$ cat src/rtl/alu_writeback_if.sv
// Command/result bus between the ALU issue stage and the writeback block.
interface alu_writeback_if;
  logic       wb_valid;
  logic       wb_ready;
  logic [4:0] wb_op;
  logic [1:0] wb_dest;
  logic [7:0] alu_ans;
  logic [7:0] alu_psw;

  modport master (output wb_valid, wb_op, wb_dest, alu_ans, alu_psw, input wb_ready);
  modport slave  (input wb_valid, wb_op, wb_dest, alu_ans, alu_psw, output wb_ready);
endinterface

$ cat src/rtl/alu_writeback.sv
// Architectural ACC/B/PSW writeback with flag merge and iterative 8x8 MUL / 8/8 DIV.
module alu_writeback (
  input  logic                clk,
  input  logic                rst,
  alu_writeback_if.slave      wb,
  output logic [7:0]          acc,
  output logic [7:0]          b_reg,
  output logic [7:0]          psw,
  output logic                busy,
  output logic                done
);

  typedef enum logic [1:0] {IDLE, MUL, DIV} state_t;

  state_t      state, state_nxt;
  logic [3:0]  cnt;
  logic [7:0]  op_a, op_b;
  logic [15:0] prod, prod_nxt, mul_term;
  logic [7:0]  rem, rem_nxt, dvd, dvd_nxt;
  logic [8:0]  div_trial, div_diff;
  logic        div_ge;
  logic [7:1]  psw_r;
  logic        accept, last_iter;
  logic        unused_bits;

  assign wb.wb_ready = (state == IDLE) && !rst;
  assign accept      = wb.wb_valid && wb.wb_ready;
  assign busy        = (state != IDLE);
  assign last_iter   = (cnt == 4'd7);
  // Parity bit is derived from acc rather than stored, so it tracks acc on every edge.
  assign psw         = {psw_r, ^acc};
  assign unused_bits = ^{wb.alu_ans[0], wb.alu_psw[6:3], wb.alu_psw[1:0], div_diff[8]};

  // Iteration datapath: shift-add multiply, restoring divide
  always_comb begin
    mul_term  = op_b[cnt[2:0]] ? ({8'h00, op_a} << cnt[2:0]) : 16'h0000;
    prod_nxt  = prod + mul_term;
    div_trial = {rem, dvd[7]};
    div_diff  = div_trial - {1'b0, op_b};
    div_ge    = (div_trial >= {1'b0, op_b});
    rem_nxt   = div_ge ? div_diff[7:0] : div_trial[7:0];
    dvd_nxt   = {dvd[6:0], div_ge};
  end

  always_ff @(posedge clk) begin
    if (rst) state <= IDLE;
    else     state <= state_nxt;
  end

  always_comb begin
    state_nxt = state;
    case (state)
      IDLE: begin
        if (accept && wb.wb_op == 5'h05)
          state_nxt = MUL;
        else if (accept && wb.wb_op == 5'h06 && b_reg != 8'h00)
          state_nxt = DIV;
      end
      MUL, DIV: if (last_iter) state_nxt = IDLE;
      default:  state_nxt = IDLE;
    endcase
  end

  always_ff @(posedge clk) begin
    if (rst) begin
      acc   <= 8'h00;
      b_reg <= 8'h00;
      psw_r <= 7'h00;
      cnt   <= 4'd0;
      done  <= 1'b0;
    end else begin
      done <= 1'b0;
      case (state)
        IDLE: begin
          if (accept) begin
            if (wb.wb_op == 5'h05) begin
              op_a <= acc;
              op_b <= b_reg;
              prod <= 16'h0000;
              cnt  <= 4'd0;
            end else if (wb.wb_op == 5'h06) begin
              if (b_reg != 8'h00) begin
                op_a <= acc;
                op_b <= b_reg;
                rem  <= 8'h00;
                dvd  <= acc;
                cnt  <= 4'd0;
              end else begin
                psw_r[7] <= 1'b0;
                psw_r[2] <= 1'b1;
                done     <= 1'b1;
              end
            end else begin
              done <= 1'b1;
              if (wb.wb_op <= 5'h12) begin
                case (wb.wb_dest)
                  2'b01:   acc   <= wb.alu_ans;
                  2'b10:   b_reg <= wb.alu_ans;
                  2'b11:   psw_r <= wb.alu_ans[7:1];
                  default: ;
                endcase
                // Flag merge follows the destination write so the ALU flags win.
                if (wb.wb_op == 5'h00 || wb.wb_op == 5'h01 ||
                    wb.wb_op == 5'h0F || wb.wb_op == 5'h11)
                  psw_r[7] <= wb.alu_psw[7];
                if (wb.wb_op == 5'h02 || wb.wb_op == 5'h03)
                  psw_r[2] <= wb.alu_psw[2];
              end
            end
          end
        end
        MUL: begin
          prod <= prod_nxt;
          cnt  <= cnt + 4'd1;
          if (last_iter) begin
            acc      <= prod_nxt[7:0];
            b_reg    <= prod_nxt[15:8];
            psw_r[7] <= 1'b0;
            psw_r[2] <= |prod_nxt[15:8];
            done     <= 1'b1;
          end
        end
        DIV: begin
          rem <= rem_nxt;
          dvd <= dvd_nxt;
          cnt <= cnt + 4'd1;
          if (last_iter) begin
            acc      <= dvd_nxt;
            b_reg    <= rem_nxt;
            psw_r[7] <= 1'b0;
            psw_r[2] <= 1'b0;
            done     <= 1'b1;
          end
        end
        default: ;
      endcase
    end
  end

endmodule

$ cat src/flat_wrapper.sv
// flat-port wrapper written by rule: the top's interface ports become plain ports
module alu_writeback_flat 
  (clk, rst, acc, b_reg, psw, busy, done, wb_wb_valid, wb_wb_op, wb_wb_dest, wb_alu_ans, wb_alu_psw, wb_wb_ready);
  alu_writeback_if wb_i ();
  input  logic clk;
  input  logic rst;
  output logic [7:0] acc;
  output logic [7:0] b_reg;
  output logic [7:0] psw;
  output logic busy;
  output logic done;
  input wire logic [$bits(wb_i.wb_valid)-1:0] wb_wb_valid;
  input wire logic [$bits(wb_i.wb_op)-1:0] wb_wb_op;
  input wire logic [$bits(wb_i.wb_dest)-1:0] wb_wb_dest;
  input wire logic [$bits(wb_i.alu_ans)-1:0] wb_alu_ans;
  input wire logic [$bits(wb_i.alu_psw)-1:0] wb_alu_psw;
  output wire logic [$bits(wb_i.wb_ready)-1:0] wb_wb_ready;
  assign wb_i.wb_valid = wb_wb_valid;
  assign wb_i.wb_op = wb_wb_op;
  assign wb_i.wb_dest = wb_wb_dest;
  assign wb_i.alu_ans = wb_alu_ans;
  assign wb_i.alu_psw = wb_alu_psw;
  assign wb_wb_ready = wb_i.wb_ready;
  alu_writeback u_core (.clk(clk), .rst(rst), .wb(wb_i), .acc(acc), .b_reg(b_reg), .psw(psw), .busy(busy), .done(done));
endmodule
$ cat config.mk
export PLATFORM = sky130hd
export DESIGN_NAME = alu_writeback_flat
export DESIGN_NICKNAME = d
export VERILOG_FILES = /design/src/rtl/alu_writeback_if.sv /design/src/rtl/alu_writeback.sv /design/src/flat_wrapper.sv
export SDC_FILE = /design/constraint.sdc
export NUM_CORES = 1
export LEC_CHECK = 0
export CAP_MARGIN = 40
export CORE_UTILIZATION = 40
export DETAILED_ROUTE_END_ITERATION = 6
export PLACE_DENSITY_LB_ADDON = 0.25
export SLEW_MARGIN = 15
export SYNTH_ARGS = -nofsm -noshare
export SYNTH_HDL_FRONTEND = slang
export SYNTH_SLANG_ARGS = --single-unit
$ cat constraint.sdc
create_clock -name clk -period 9.1 [get_ports clk]
set_input_delay 1.82 -clock clk [delete_from_list [all_inputs] [get_ports clk]]
set_output_delay 1.82 -clock clk [all_outputs]
set_load 0.1 [all_outputs]
* Word level (Yosys, flattened, before mapping)
Index checks and enable logic that the tools add are counted.
Storage, ports and cells: flip-flop bits (word level) 78, output and inout bits 27, word-level logic and storage cells 156
Cells by class: $add $sub $neg 3, magnitude comparators 3, equality and inequality tests 32, shift operators 1, multiplexer cells 68, bitwise operators 3, reduce and logical (&&, ||, !) cells 33
Operators with widths (number):
- $mux 8 | 27
- $mux 16 | 3
- $pmux 8 s3 | 2
- $pmux 16 s2 | 1
- $pmux 8 s2 | 2
- $mux 7 | 4
- $reduce_and 8->1 | 3
- $mux 4 | 5
- $add 16x16->16 | 1
- $ne 2x2->1 const B | 8
- $shl 8x3->16 | 1
- $mux 1 | 15
- $ne 3x3->1 const B | 5
- $reduce_and 6->1 | 2
- $reduce_bool 2->1 | 6
- $eq 5x2->1 const B | 2
- $eq 5x3->1 const B | 2
- $ge 9x8->1 | 1
- $ne 2x1->1 const B | 4
- $ne 4x4->1 const B | 2
- $pmux 4 s2 | 1
- $reduce_and 4->1 | 2
- $reduce_bool 8->1 | 1
- $reduce_or 8->1 | 1
- other kinds (27) | 42

* Depth between registers and ports, before layout
depth in word-level cells 10, depth in mapped cells 17, gate-level depth less buffers 15

* Worst setup path before layout
Ideal clock, no wire load.
kind input -> output, start point input port rst, end point output port wb_wb_ready, arrival time 3.354 ns, path slack 3.926 ns, stages on the path 2, buffers on the path 1, path through clkbuf_1 > nor2b_1
Between the ends: word-level cells in the longest chain between the ends 2
RTL lines:
- from (decl) | RTL line flat_wrapper.sv:6 | input logic rst;
- $logic_not 1->1 | RTL line alu_writeback.sv:26 | assign wb.wb_ready = (state == IDLE) && !rst;
- $logic_and 1x1->1 | RTL line alu_writeback.sv:26
- to (decl) | RTL line flat_wrapper.sv:17 | output wire logic [$bits(wb_i.wb_ready)-1:0] wb_wb_ready;
Every way passes these cells.

* Worst setup path after layout
Ends and elaborated chain as after synthesis.

==> qor.yml <==
clocking:
  cts_root_buf: "clkbuf_16"
  cts_tree: "built"
  cts_resized: 0
  cts.htree.levels: 3
  cts_hold_buf: 0
  clock_path_buffers: 2
  cts.reportedPaths.clkPinSlew_ns: 0.06
  cts-buffers-inserted: 9
  clk_latency_ns: 0.34
  clkSinkCount: 78
  postCtsSetupBuffers: 0
timing:
  whs_ns: 0.491
  hold_violations: 0
  worst_pin_slew_ns: 0.879
  layout_setup_ws_ns: 3.91
  setup_viol: 0
  fin_tns_setup_ns: 0
  post-route-period-util_pct: 57.0
  rsz0062_at_grt: "no"
  slew_viol_final: 0
  fmax_ghz: 0.193
  min_period_ns: 5.19
  relSlewSlack_pct: 41.4
  skew_ns: 0.00853
flow_run:
  cap_violations: 0
worst_setup_path:
  crit_type: "input port to output port"
  crit_required_ns: 7.28
  critPathArrivalTime_ns: 3.37
  cp_max_fo: 26
  end_kind: "output port"
  critPathLaunchType: "input port"
placement:
  place_hpwl_mm: 9.93
  numPortBuffers: 46
  place_area_sq_um: 6020
  gp_congestion: 0.843
  pre_cts_slack_ns: 3.92
synthesis:
  synth_common_cells: "nand2_1 (64), nor2_1 (51), edfxtp_1 (48)"
  synth_area_per_cell_sq_um: 9.07
  synth_top_area_share_pct: 29.0
  ys_ff_latch: 78
  syn_area_sq_um: 4970
  synth.top_cells.by_area: "edfxtp_1 (29%), dfxtp_1 (12%), ha_1 (7.1%)"
  ys_types: 55
  synth.most_common_cell: "nand2_1"
  seq_area_frac_synth_pct: 41.1
  ys_dominant_reg_cell: "edfxtp_1"
  syn-num-nets: 604
  yosysTopAreaCell: "edfxtp_1"
  ys_async_sr_fraction_pct: 0
  syn_inst: 548
  synth-edff-count: 48
  synth-warning-count: 0
final_layout:
  regMostFlops: "u_core.prod"
  diodes: 0
  synthToLayoutAreaGrowth_pct: 27.2
  drive_gt1_share_pct: 9.49
  fin_nets: 673
  largest_register_ffs: 16
  num-fill-cells: 1089
  stdcell_area_sq_um: 6320
drt:
  vias: 4353
  drtIter0Drc: 351
  drc: 0
  dr.pass1.iters: 6
  ant_nets: 0
  routed_wl_mm: 13.2
  vias_per_cell: 5.51
  wl_per_cell_microns: 16.7
global_routing:
  grt_pass1_vias: 4280
  grt_max_degree: 27
  gr-usage-all-layers_pct: 21.5
  grt_overflow: 0
  antenna_found_initial: 0
  grt_pass1_wl_mm: 21.5
die:
  core-area_sq_um: 12100
  pin_count: 53
  die_area_sq_um: 12900
  initial_utilization_pct: 41.2
  rows: 40
  die_x_microns: 113
  chipHeight_microns: 113
power:
  leakage_nw: 2.45
  p_per_area_nw_per_um2: 145
  vdd_ir_drop_max_mv: 0.112
run_status:
  status: "finished clean"
min_path:
  holdCritPathClass: "register to register"
-- final cells by class --
| type | count | area (sq um) | share of cell area, % |
|---|---|---|---|
| Clock buffer | 11 | 264 | 4.18 |
| Clock inverter | 5 | 40.0 | 0.633 |
| Inverter | 38 | 143 | 2.26 |
| Multi-Input combinational cell | 412 | 2710 | 42.8 |
| Sequential cell | 78 | 2040 | 32.3 |
| Tap cell | 168 | 210 | 3.32 |
| Timing Repair Buffer | 78 | 916 | 14.5 |
-- logic make-up (layout without fill, tap and decap cells) --
family / after synthesis / after routing / share of synthesized area (%)
multiplexers: 26 / 26 / 5.82
AO/OA/AOI/OAI: 135 / 135 / 17.4
adder cells (fa/ha/maj): 30 / 30 / 7.86
XOR/XNOR: 23 / 23 / 4.05
buffers and inverters: 58 / 132 / 4.41
AND/OR/NAND/NOR: 198 / 198 / 19.3
flip-flops: 78 / 78 / 41.1
-- worst paths after layout --
path	slack [ns]	end	cells past startpoint	start
worst max-delay path	3.91	wb_wb_ready	5	rst
worst min-delay path	0.49	u_core.op_b[6]$_DFFE_PP_	0	u_core.b_reg[6]$_SDFFE_PP0P_
worst max register to register	4.36	u_core.b_reg[7]$_SDFFE_PP0P_	13	u_core.cnt[0]$_SDFFE_PP0P_
worst min register to register	0.49	u_core.op_b[6]$_DFFE_PP_	0	u_core.b_reg[6]$_SDFFE_PP0P_
-- report_power, final --
part	switching (mW)	total, mW	internal, mW	leakage, nW
Clock	0.151	0.361	0.211	0.145
Sequential	0.00614	0.386	0.380	0.684
Combinational	0.111	0.170	0.0593	1.62
Total	0.268	0.918	0.650	2.45
-- layout by cell type (no fill, tap or decap), drive strengths merged, types with 10 or more instances in the layout --
cell type,Yosys,final
nor2,51,51
a21o,13,13
edfxtp,48,48
a21oi,44,44
nand2,64,64
clkdlybuf4s50,0,46
nand3,12,12
o21ai,36,36
mux2i,21,21
ha,28,28
nor2b,10,10
buf,0,32
inv,37,38
and2,11,11
xnor2,17,17
clkbuf,20,11
dfxtp,30,30
-- through the flow --
stage	instances	total power, mW	util (%)
CTS	790	0.922	52.4
floorplan	548	0.497	-
global placement	747	0.541	46.4
finish	790	0.918	52.4
global route	790	0.948	52.4
detailed placement	774	0.562	49.9
-- per-layer routing --
layer	up-vias	wire [microns]	track usage [%]
li1	2124	-	-
met1	2037	5920	28.2
met2	163	6190	36.1
met3	29	740	3.72
met4	0	334	7.28
met5	-	0	0
-- critical path: stages --
cell	delay [ns]
clkdlybuf4s50_1	0.39
buf_4	0.22
nor2b_1	0.18
clkdlybuf4s50_1	0.54
buf_8	0.20
No activity file was read; power rests on OpenSTA's default activity.
